<file path="config.mk">
export PLATFORM = sky130hd
export DESIGN_NAME = fifo_out_hold_gen_flat
export DESIGN_NICKNAME = d
export VERILOG_FILES = /design/src/rtl/fifo_out_hold_gen_pkg.sv /design/src/rtl/fifo_out_hold_gen_if.sv /design/src/rtl/fifo_out_hold_gen_sat_updown_counter.sv /design/src/rtl/fifo_out_hold_gen.sv /design/src/flat_wrapper.sv
export SDC_FILE = /design/constraint.sdc
export NUM_CORES = 1
export LEC_CHECK = 0
export CELL_PAD_IN_SITES_DETAIL_PLACEMENT = 1
export CELL_PAD_IN_SITES_GLOBAL_PLACEMENT = 1
export CORE_ASPECT_RATIO = 0.5
export CORE_MARGIN = 5
export CORE_UTILIZATION = 30
export DETAILED_ROUTE_END_ITERATION = 6
export PLACE_DENSITY_LB_ADDON = 0.1
export SETUP_SLACK_MARGIN = 0.5
export SYNTH_ARGS = -nofsm -noshare
export SYNTH_HDL_FRONTEND = slang
export SYNTH_HIERARCHICAL = 1
export SYNTH_SLANG_ARGS = --single-unit
</file>
<file path="constraint.sdc">
create_clock -name clock_i -period 3.6 [get_ports clock_i]
set_clock_uncertainty 0.05 [all_clocks]
set_input_delay 1.08 -clock clock_i [delete_from_list [all_inputs] [get_ports clock_i]]
set_output_delay 1.08 -clock clock_i [all_outputs]
set_load 0.02 [all_outputs]
</file>
<file path="src/rtl/fifo_out_hold_gen_pkg.sv">
// fifo_out_hold_gen_pkg
// Shared definitions for the event FIFO hold logic: FSM state encoding and
// default FIFO geometry / hold thresholds. The input-side hold FSM and the
// FIFO wrapper use the same defaults.
package fifo_out_hold_gen_pkg;

    localparam int DEPTH_W_DEF  = 9;    // FIFO depth = 2**DEPTH_W_DEF words
    localparam int HOLD_ON_DEF  = 448;  // hold asserts at/above this occupancy
    localparam int HOLD_OFF_DEF = 256;  // hold may release at/below this occupancy

    typedef enum logic [1:0] {
        ST_RUN       = 2'b00,
        ST_HOLD_MIN  = 2'b01,
        ST_HOLD_WAIT = 2'b10
    } hold_state_e;

endpackage

</file>
<file path="src/rtl/fifo_out_hold_gen_if.sv">
// fifo_out_hold_gen_if
// Strobe/status bundle between the FIFO read side and fifo_out_hold_gen.
//   master : drives wr/wr_ee/rd/rd_ee, observes hold and FIFO status
//   slave  : the hold generator
interface fifo_out_hold_gen_if
    import fifo_out_hold_gen_pkg::*;
#(
    parameter int DEPTH_W = DEPTH_W_DEF,
    parameter int EVCNT_W = 8
);
    logic               wr;
    logic               wr_ee;
    logic               rd;
    logic               rd_ee;
    logic               hold;
    logic [DEPTH_W:0]   occupancy;
    logic [EVCNT_W-1:0] ev_count;
    logic               ev_avail;
    logic               overflow;
    logic               underflow;

    modport master (
        output wr, wr_ee, rd, rd_ee,
        input  hold, occupancy, ev_count, ev_avail, overflow, underflow
    );

    modport slave (
        input  wr, wr_ee, rd, rd_ee,
        output hold, occupancy, ev_count, ev_avail, overflow, underflow
    );
endinterface

</file>
<file path="src/rtl/fifo_out_hold_gen_sat_updown_counter.sv">
// sat_updown_counter
// Saturating up/down counter, range 0..MAX. inc and dec together is a no-op.
// Ports:
//   clk_i, rst_i   clock, synchronous active-high reset
//   inc_i, dec_i   count strobes
//   cnt_o          registered count
//   cnt_d_o        next-state count (for same-edge threshold decisions)
//   ovf_o, udf_o   inc refused at MAX / dec refused at 0 (combinational)
module sat_updown_counter #(
    parameter int           W   = 8,
    parameter logic [W-1:0] MAX = '1
) (
    input  logic         clk_i,
    input  logic         rst_i,
    input  logic         inc_i,
    input  logic         dec_i,
    output logic [W-1:0] cnt_o,
    output logic [W-1:0] cnt_d_o,
    output logic         ovf_o,
    output logic         udf_o
);
    logic [W-1:0] cnt_q, cnt_d;

    always_comb begin
        ovf_o = inc_i & ~dec_i & (cnt_q == MAX);
        udf_o = dec_i & ~inc_i & (cnt_q == '0);
        cnt_d = cnt_q;
        if (inc_i & ~dec_i & ~ovf_o)
            cnt_d = cnt_q + W'(1);
        else if (dec_i & ~inc_i & ~udf_o)
            cnt_d = cnt_q - W'(1);
    end

    always_ff @(posedge clk_i) begin
        if (rst_i) cnt_q <= '0;
        else       cnt_q <= cnt_d;
    end

    assign cnt_o   = cnt_q;
    assign cnt_d_o = cnt_d;
endmodule

</file>
<file path="src/rtl/fifo_out_hold_gen.sv">
// fifo_out_hold_gen
// Tracks event-FIFO occupancy and buffered complete events from write/read
// strobes and produces the upstream back-pressure 'hold' with hysteresis
// (assert at >= HOLD_ON, release at <= HOLD_OFF) and a minimum high time of
// MIN_HOLD cycles.
// Ports:
//   clock_i, reset_i   clock, synchronous active-high reset
//   bus (slave)        wr/wr_ee/rd/rd_ee in; hold, occupancy, ev_count,
//                      ev_avail, overflow, underflow out (all registered)
//   hold_cycles_o      (HOLD_STATS_EN only) saturating count of hold-high cycles
//   hold_events_o      (HOLD_STATS_EN only) saturating count of hold assertions
// Optional feature macro: HOLD_STATS_EN
module fifo_out_hold_gen
    import fifo_out_hold_gen_pkg::*;
#(
    parameter int DEPTH_W  = DEPTH_W_DEF,
    parameter int HOLD_ON  = HOLD_ON_DEF,
    parameter int HOLD_OFF = HOLD_OFF_DEF,
    parameter int MIN_HOLD = 8,
    parameter int EVCNT_W  = 8
) (
    input  logic                clock_i,
    input  logic                reset_i,
    fifo_out_hold_gen_if.slave  bus
`ifdef HOLD_STATS_EN
    ,
    output logic [31:0]         hold_cycles_o,
    output logic [15:0]         hold_events_o
`endif
);
    localparam logic [DEPTH_W:0] DEPTH  = {1'b1, {DEPTH_W{1'b0}}};
    localparam logic [DEPTH_W:0] ON_TH  = HOLD_ON[DEPTH_W:0];
    localparam logic [DEPTH_W:0] OFF_TH = HOLD_OFF[DEPTH_W:0];
    localparam int               TW     = $clog2(MIN_HOLD + 1);
    localparam logic [TW-1:0]    T_LOAD = TW'(MIN_HOLD - 1);

    logic [DEPTH_W:0]   occ_q, occ_d;
    logic               occ_ovf, occ_udf;
    logic [EVCNT_W-1:0] ev_q, ev_d;
    logic               ev_sat, ev_empty;
    logic               wr_acc, rd_acc;
    logic               ovf_q, udf_q, ev_avail_q, hold_q;
    hold_state_e        state_q, state_d;
    logic [TW-1:0]      timer_q, timer_d;

    sat_updown_counter #(.W(DEPTH_W + 1), .MAX(DEPTH)) u_occ (
        .clk_i(clock_i), .rst_i(reset_i),
        .inc_i(bus.wr), .dec_i(bus.rd),
        .cnt_o(occ_q), .cnt_d_o(occ_d),
        .ovf_o(occ_ovf), .udf_o(occ_udf)
    );

    // A strobe refused by the occupancy counter must not move ev_count.
    assign wr_acc = bus.wr & ~occ_ovf;
    assign rd_acc = bus.rd & ~occ_udf;

    sat_updown_counter #(.W(EVCNT_W)) u_ev (
        .clk_i(clock_i), .rst_i(reset_i),
        .inc_i(wr_acc & bus.wr_ee), .dec_i(rd_acc & bus.rd_ee),
        .cnt_o(ev_q), .cnt_d_o(ev_d),
        .ovf_o(ev_sat), .udf_o(ev_empty)
    );

    // Saturation / decrement-at-zero of ev_count are silent.
    logic unused_ev_err;
    assign unused_ev_err = ev_sat | ev_empty;

    // HOLD_WAIT always contributes at least one hold-high cycle, so HOLD_MIN
    // is left one tick early (timer reaching 1) to make the shortest hold
    // exactly MIN_HOLD cycles. With MIN_HOLD==1 HOLD_MIN is skipped.
    always_comb begin
        state_d = state_q;
        timer_d = timer_q;
        case (state_q)
            ST_RUN: begin
                if (occ_d >= ON_TH) begin
                    state_d = (MIN_HOLD > 1) ? ST_HOLD_MIN : ST_HOLD_WAIT;
                    timer_d = T_LOAD;
                end
            end
            ST_HOLD_MIN: begin
                if (timer_q <= TW'(1)) begin
                    state_d = ST_HOLD_WAIT;
                    timer_d = '0;
                end else begin
                    timer_d = timer_q - TW'(1);
                end
            end
            ST_HOLD_WAIT: begin
                if (occ_d <= OFF_TH) state_d = ST_RUN;
            end
            default: begin
                state_d = ST_RUN;
                timer_d = '0;
            end
        endcase
    end

    always_ff @(posedge clock_i) begin
        if (reset_i) begin
            state_q    <= ST_RUN;
            timer_q    <= '0;
            hold_q     <= 1'b0;
            ovf_q      <= 1'b0;
            udf_q      <= 1'b0;
            ev_avail_q <= 1'b0;
        end else begin
            state_q    <= state_d;
            timer_q    <= timer_d;
            hold_q     <= (state_d != ST_RUN);
            ovf_q      <= ovf_q | occ_ovf;
            udf_q      <= udf_q | occ_udf;
            ev_avail_q <= (ev_d != '0);
        end
    end

    assign bus.hold      = hold_q;
    assign bus.occupancy = occ_q;
    assign bus.ev_count  = ev_q;
    assign bus.ev_avail  = ev_avail_q;
    assign bus.overflow  = ovf_q;
    assign bus.underflow = udf_q;

`ifdef HOLD_STATS_EN
    logic [31:0] hcyc_q;
    logic [15:0] hevt_q;

    always_ff @(posedge clock_i) begin
        if (reset_i) begin
            hcyc_q <= '0;
            hevt_q <= '0;
        end else begin
            if (hold_q && hcyc_q != '1)
                hcyc_q <= hcyc_q + 32'd1;
            if (state_q == ST_RUN && state_d != ST_RUN && hevt_q != '1)
                hevt_q <= hevt_q + 16'd1;
        end
    end

    assign hold_cycles_o = hcyc_q;
    assign hold_events_o = hevt_q;
`endif
endmodule
</file>
<file path="src/flat_wrapper.sv">
// flat-port wrapper written by rule: the top's interface ports become plain ports
module fifo_out_hold_gen_flat import fifo_out_hold_gen_pkg::*;
#(
    parameter int DEPTH_W  = DEPTH_W_DEF,
    parameter int HOLD_ON  = HOLD_ON_DEF,
    parameter int HOLD_OFF = HOLD_OFF_DEF,
    parameter int MIN_HOLD = 8,
    parameter int EVCNT_W  = 8
)
  (clock_i, reset_i, bus_wr, bus_wr_ee, bus_rd, bus_rd_ee, bus_hold, bus_occupancy, bus_ev_count, bus_ev_avail, bus_overflow, bus_underflow);
  fifo_out_hold_gen_if #(.DEPTH_W(DEPTH_W), .EVCNT_W(EVCNT_W)) bus_i ();
  input  logic clock_i;
  input  logic reset_i;
  input wire logic [$bits(bus_i.wr)-1:0] bus_wr;
  input wire logic [$bits(bus_i.wr_ee)-1:0] bus_wr_ee;
  input wire logic [$bits(bus_i.rd)-1:0] bus_rd;
  input wire logic [$bits(bus_i.rd_ee)-1:0] bus_rd_ee;
  output wire logic [$bits(bus_i.hold)-1:0] bus_hold;
  output wire logic [$bits(bus_i.occupancy)-1:0] bus_occupancy;
  output wire logic [$bits(bus_i.ev_count)-1:0] bus_ev_count;
  output wire logic [$bits(bus_i.ev_avail)-1:0] bus_ev_avail;
  output wire logic [$bits(bus_i.overflow)-1:0] bus_overflow;
  output wire logic [$bits(bus_i.underflow)-1:0] bus_underflow;
  assign bus_i.wr = bus_wr;
  assign bus_i.wr_ee = bus_wr_ee;
  assign bus_i.rd = bus_rd;
  assign bus_i.rd_ee = bus_rd_ee;
  assign bus_hold = bus_i.hold;
  assign bus_occupancy = bus_i.occupancy;
  assign bus_ev_count = bus_i.ev_count;
  assign bus_ev_avail = bus_i.ev_avail;
  assign bus_overflow = bus_i.overflow;
  assign bus_underflow = bus_i.underflow;
  fifo_out_hold_gen #(.DEPTH_W(DEPTH_W), .HOLD_ON(HOLD_ON), .HOLD_OFF(HOLD_OFF), .MIN_HOLD(MIN_HOLD), .EVCNT_W(EVCNT_W)) u_core (.clock_i(clock_i), .reset_i(reset_i), .bus(bus_i));
endmodule
</file>
==> flow_summary.yaml, run 1 <==
status:
  status: "finished clean"
cells_and_area:
  layout-drive-gt1-share: 0.268
  seq_area_sq_um: 562
  antenna_cells: 0
  syn_to_final_growth_pct: 32.3
  multi_input_area_sq_um: 1600
  fin_nets: 310
  n_fill_cell: 793
sta:
  setup_viol: 0
  slew_viol_final: 0
  fin_crit_ns: 2.95
  slew_headroom: 0.561
  fmax_mhz: 339
  hold-worst-slack_ns: 0.434
  post-route-period-util: 0.820
  worst-slew-pin-transition_ns: 0.653
  setup_slack_ns: 0.646
  rsz0062_at_grt: "no"
  hold_viol: 0
detailed_routing:
  antenna_left: 0
  drcViolationCount: 0
  drt_iter0_markers: 79
  totalWireLength_um: 6440
  firstDrtPassIters: 4
  vias: 2035
  vias_per_cell: 5.26
  wire_per_inst_um: 16.6
power_and_ir_drop:
  leakage_nw: 1.09
  ir_drop_v: 0.000273
  power_density_nw_per_um2: 798
critical_path:
  worst_path_max_delay_cell: "clkdlybuf4s50_1"
  cp.required_ns: 3.69
  cp_slowest_stage_delay_ns: 0.45
  path_class: "in2reg"
  startpoint_type: "input port"
  critical_path_peak_fanout: 8
  cp.arrival_ns: 3.04
  cp-end-kind: "register"
  cpMostUsedCell: "nand2b_4"
  cp_cell_sequence: "clkdlybuf4s50_1, nand2_1, nor2_1, buf_4, nand2b_4, a21oi_4, nand2b_4, a31oi_2, nor4_2, a21oi_1"
clock_tree:
  clock_sinks: 28
  root_buffer: "clkbuf_16"
  insertion_delay_ns: 0.27
  cts_buffer_depth: 2
  clk_pin_slew_ns: 0.07
  cts-htree-levels: 1
  numCtsBuffers: 3
  cts_tree: "done"
synthesis:
  syn_area_per_cell_sq_um: 8.59
  synth_cells: 252
  ys_warn_count: 6
  synth_nets: 265
  syn_area_sq_um: 2170
floorplan:
  core_sq_um: 6860
  die-area_sq_um: 9120
  dieWidth_um: 130
  dieHeight_um: 70.1
  placementRows: 21
  ioPinCount: 28
  start_util: 0.316
placement:
  place_congestion: 0.809
  pre_cts_ws_ns: -0.191
  place.port_buffers: 27
  hpwlAfterDp_um: 4670
grt:
  grt_max_degree: 45
  grt_pass1_wl_um: 10700
  grt_pass1_vias: 2128
  overflow: 0
  antenna_found_initial: 0
  grt_usage: 0.145
min_path:
  hold_class: "reg2reg"
job:
  drv_cap: 0
-- where the power goes --
group | switching (W) | internal (W)
clock network | 0.000119 | 0.000148
logic | 0.000683 | 0.000721
registers | 0.000205 | 0.000409
-- sequential cells by signal, indices dropped and copies added (netlist names) --
signal / count
u_core/u_occ/cnt_o: 10
u_core/u_ev/cnt_o: 8
u_core/timer_q: 4
u_core/state_q: 2
u_core/bus.ev_avail: 1
u_core/bus.hold: 1
u_core/bus.overflow: 1
u_core/bus.underflow: 1
-- what timing repair did --
item,4_1_cts,5_1_grt
setup buffers,7,3
gates resized for setup,12,18
endpoints found under the setup margin,9,10
hold buffers,0,0
pin swaps,5,6
-- cell type report --
type,instances,share of cell area
clock buffers,3,0.0262
inverters,10,0.0131
multi-input cells,198,0.558
flip-flops and latches,28,0.196
well taps,92,0.0402
repair buffers,56,0.167
-- layer usage --
metal / wire, um / share of wire / GRT usage / vias up
li1: - / - / - / 1012
met1: 3250 / 0.50 / 0.196 / 989
met2: 2940 / 0.46 / 0.239 / 28
met3: 197 / 0.031 / 0.0343 / 6
met4: 54 / 0.0084 / 0.0207 / 0
met5: 0 / 0 / 0 / -
-- worst paths after layout --
kind / startpoint / endpoint / slack [ns] / cells after the start
max reg2reg: u_core/u_occ/cnt_o[1] / u_core/state_q[1] / 0.66 / 10
min reg2reg: u_core/bus.underflow / u_core/bus.underflow / 0.43 / 2
min: u_core/bus.underflow / u_core/bus.underflow / 0.43 / 2
max: bus_rd_ee / u_core/bus.ev_avail / 0.65 / 10
-- layout by cell type, fill, tap and decap left out, types with 2 or more instances in the layout --
cell,instances
and3_1,4
xor2_1,2
dfxtp_1,27
nand4_1,6
ha_1,6
a21oi_1,8
nor3_1,5
or4_4,2
a32oi_2,2
a21oi_4,2
a22oi_2,5
nor2_1,30
xnor2_1,11
clkbuf_2,2
nor4_2,2
nor4_1,5
clkdlybuf4s50_1,25
inv_1,10
clkbuf_16,3
a31oi_1,7
nor2_2,2
buf_4,29
or2_2,2
o21ai_0,3
o32ai_1,2
and4_1,2
mux2_4,2
mux2_2,4
or4_1,2
nand3_1,10
nand2b_4,3
mux2_1,7
mux2i_1,2
or3_1,5
nor2b_1,11
nand2_1,10
-- metrics by stage --
step / setup TNS, ns / cells / instance area [sq um] / util / total power (W)
floorplan: 0 / 252 / 2170 / - / 0.00142
global placement: -0.0872 / 374 / 2600 / 0.379 / 0.00181
detailed placement: -0.276 / 374 / 2600 / 0.379 / 0.00183
CTS: 0 / 384 / 2770 / 0.404 / 0.00220
global route: 0 / 387 / 2870 / 0.418 / 0.00245
finish: 0 / 387 / 2870 / 0.418 / 0.00229
-- critical path: cells and delay by family --
kind,cells,cell delay (ns)
simple gates,5,0.85
buf+inv,2,0.60
compound gates,3,0.51
(Power assumes the default switching activity.)
==> run 2, diff against run 1 <==
Clock period 3.6 ns to 2.58 ns, I/O delays scaled along.
==> run 2 against run 1 <==
Effect of this change:
- flip-flop and latch count unchanged
- the flow now finishes with violations (negative setup slack)
- hold slack got worse by 0.011 ns
- count of clock-buffer cells in the layout increased by 1
- sequential share of layout area decreased by 3.8 points
- critical path depth decreased by 1
- largest power group unchanged
- non-clock buffer count increased by 54
- utilization increased by 12 points
- wire length increased by 22%
- via count increased by 15%
- combinational power increased by 110%
- cell count increased by 14%
- first-iteration DRC count increased by 35%
==> flow_summary.yaml, run 2 (synthesis gave the netlist of run 1 again) <==
status:
  status: "complete, but fails checks"
  violations: "negative setup slack"
grt:
  grt_pass1_wl_um: 12300
  overflow: 0
  grt_usage: 0.167
  antenna_found_initial: 0
  grt_max_degree: 45
  grt_pass1_vias: 2402
detailed_routing:
  totalWireLength_um: 7840
  wire_per_inst_um: 17.7
  drcViolationCount: 0
  firstDrtPassIters: 4
  vias_per_cell: 5.28
  antenna_left: 0
  vias: 2333
  drt_iter0_markers: 107
min_path:
  whs_path_depth: 2
  hold_class: "reg2reg"
  hold_start: "u_core/bus.overflow"
placement:
  place_congestion: 0.880
  hpwlAfterDp_um: 5310
  numPlacedInstances: 412
  place.port_buffers: 27
sta:
  hold_viol: 0
  worst-slew-pin-transition_ns: 0.740
  rsz0062_at_grt: "yes"
  slew_headroom: 0.502
  setup_slack_ns: -0.179
  post-route-period-util: 1.07
  setup_viol: 7
  slew_viol_final: 0
  fmax_mhz: 362
  fin_setup_tns_ns: -0.534
  fin_crit_ns: 2.76
critical_path:
  r2r_start: "u_core/u_occ/cnt_o[1]"
  cp_cell_sequence: "inv_2, ha_4, or4b_4, o31a_1, a22oi_2, xnor2_1, or4_4, o2111ai_2, a31oi_1"
  cp.required_ns: 2.68
  startpoint: "u_core/u_occ/cnt_o[1]"
  worstSetupPathDepth: 9
  critical_path_peak_fanout: 5
  path_buf_inv: 1
  path_delay_family: "simple AND/OR/NAND/NOR gates"
  startpoint_type: "register"
  cp-end-kind: "register"
  worst_path_max_delay_cell: "or4_4"
  cp.arrival_ns: 2.86
  path_class: "reg2reg"
  ff2ff_path_depth: 9
  cp_slowest_stage_delay_ns: 0.55
clock_tree:
  root_buffer: "clkbuf_16"
  insertion_delay_ns: 0.27
  cts-htree-levels: 1
  numCtsBuffers: 3
  clock_sinks: 28
  cts_buffer_depth: 2
  clk_pin_slew_ns: 0.07
  cts_tree: "done"
cells_and_area:
  mostFrequentLayoutCells: "64 x buf_4, 27 x nor2_1, 17 x dlygate4sd2_1, 17 x buf_6, 16 x dfxtp_1"
  largest_reg_flops: 10
  mostFrequentLayoutCell: "buf_4"
  syn_to_final_growth_pct: 69.9
  fin_nets: 364
  antenna_cells: 0
  stdcell_count: 442
  layout-drive-gt1-share: 0.506
floorplan:
  dieWidth_um: 130
  core_sq_um: 6860
  start_util: 0.316
  dieHeight_um: 70.1
  die-area_sq_um: 9120
  placementRows: 21
  ioPinCount: 28
power_and_ir_drop:
  leakage_nw: 1.58
  ir_drop_v: 0.000367
  power_density_nw_per_um2: 1110
job:
  drv_cap: 0
==> run 2: cell count changes in the layout (fill, tap and decap cells not counted), moves of 7 or more <==
cell / change
buf_4: +35
dfxtp_1: -11
mux2_4: +7
dlygate4sd2_1: +17
buf_6: +17
dfxtp_2: +9
clkdlybuf4s50_1: -20
==> run 2: metrics by stage <==
step           hold WS (ns)  utilization  setup WS (ns)  total power [W]  area [sq um]
6_report              0.423        0.537         -0.179          0.00407          3680
4_1_cts               0.433        0.491         -0.199          0.00374          3370
2_1_floorplan         0.444            -        -0.0640          0.00212          2310
3_5_place_dp          0.415        0.441         -0.818          0.00307          3020
3_3_place_gp          0.399        0.441         -0.709          0.00300          3020
5_1_grt               0.451        0.537         -0.234          0.00431          3680
==> run 2: where the power goes <==
part	switching (W)	internal, W	leakage, nW	total [W]
sequential	0.000211	0.000584	0.234	0.000795
clock	0.000168	0.000239	0.0442	0.000407
combinational	0.00138	0.00149	1.30	0.00287
total	0.00176	0.00231	1.58	0.00407
==> run 2: cell type report <==
cell class	count	area (sq um)
tap	92	115
sequential	28	581
multi-input combinational	198	1890
fill	788	3180
inverter	10	40.0
clock buffer	4	88.8
timing repair buffer	110	965
==> run 2: timing repair <==
action / CTS / global route
buffers inserted: 14 / 12
hold buffers: 0 / 0
setup endpoints to repair: 44 / 27
gates resized for setup: 63 / 44
pin swaps: 13 / 20
==> run 2: worst min-delay path, stage by stage (launching register included) <==
cell     delay (ns)
dfxtp_1        0.33
nor2_1         0.05
nor2_1         0.06
==> run 2: layer usage <==
metal | wire length [um] | vias to the layer above | track usage | share of wire
met5 | 0 | - | 0 | 0
met4 | 16 | 0 | 0.0138 | 0.0020
met3 | 283 | 4 | 0.0335 | 0.036
met2 | 4120 | 33 | 0.304 | 0.53
met1 | 3420 | 1173 | 0.209 | 0.44
li1 | - | 1123 | - | -
==> run 2: worst paths after layout <==
kind,end,slack (ns)
worst min-delay path,u_core/bus.overflow,0.42
worst max register to register,u_core/state_q[1],-0.18
worst min register to register,u_core/bus.overflow,0.42
worst max-delay path,u_core/state_q[1],-0.18
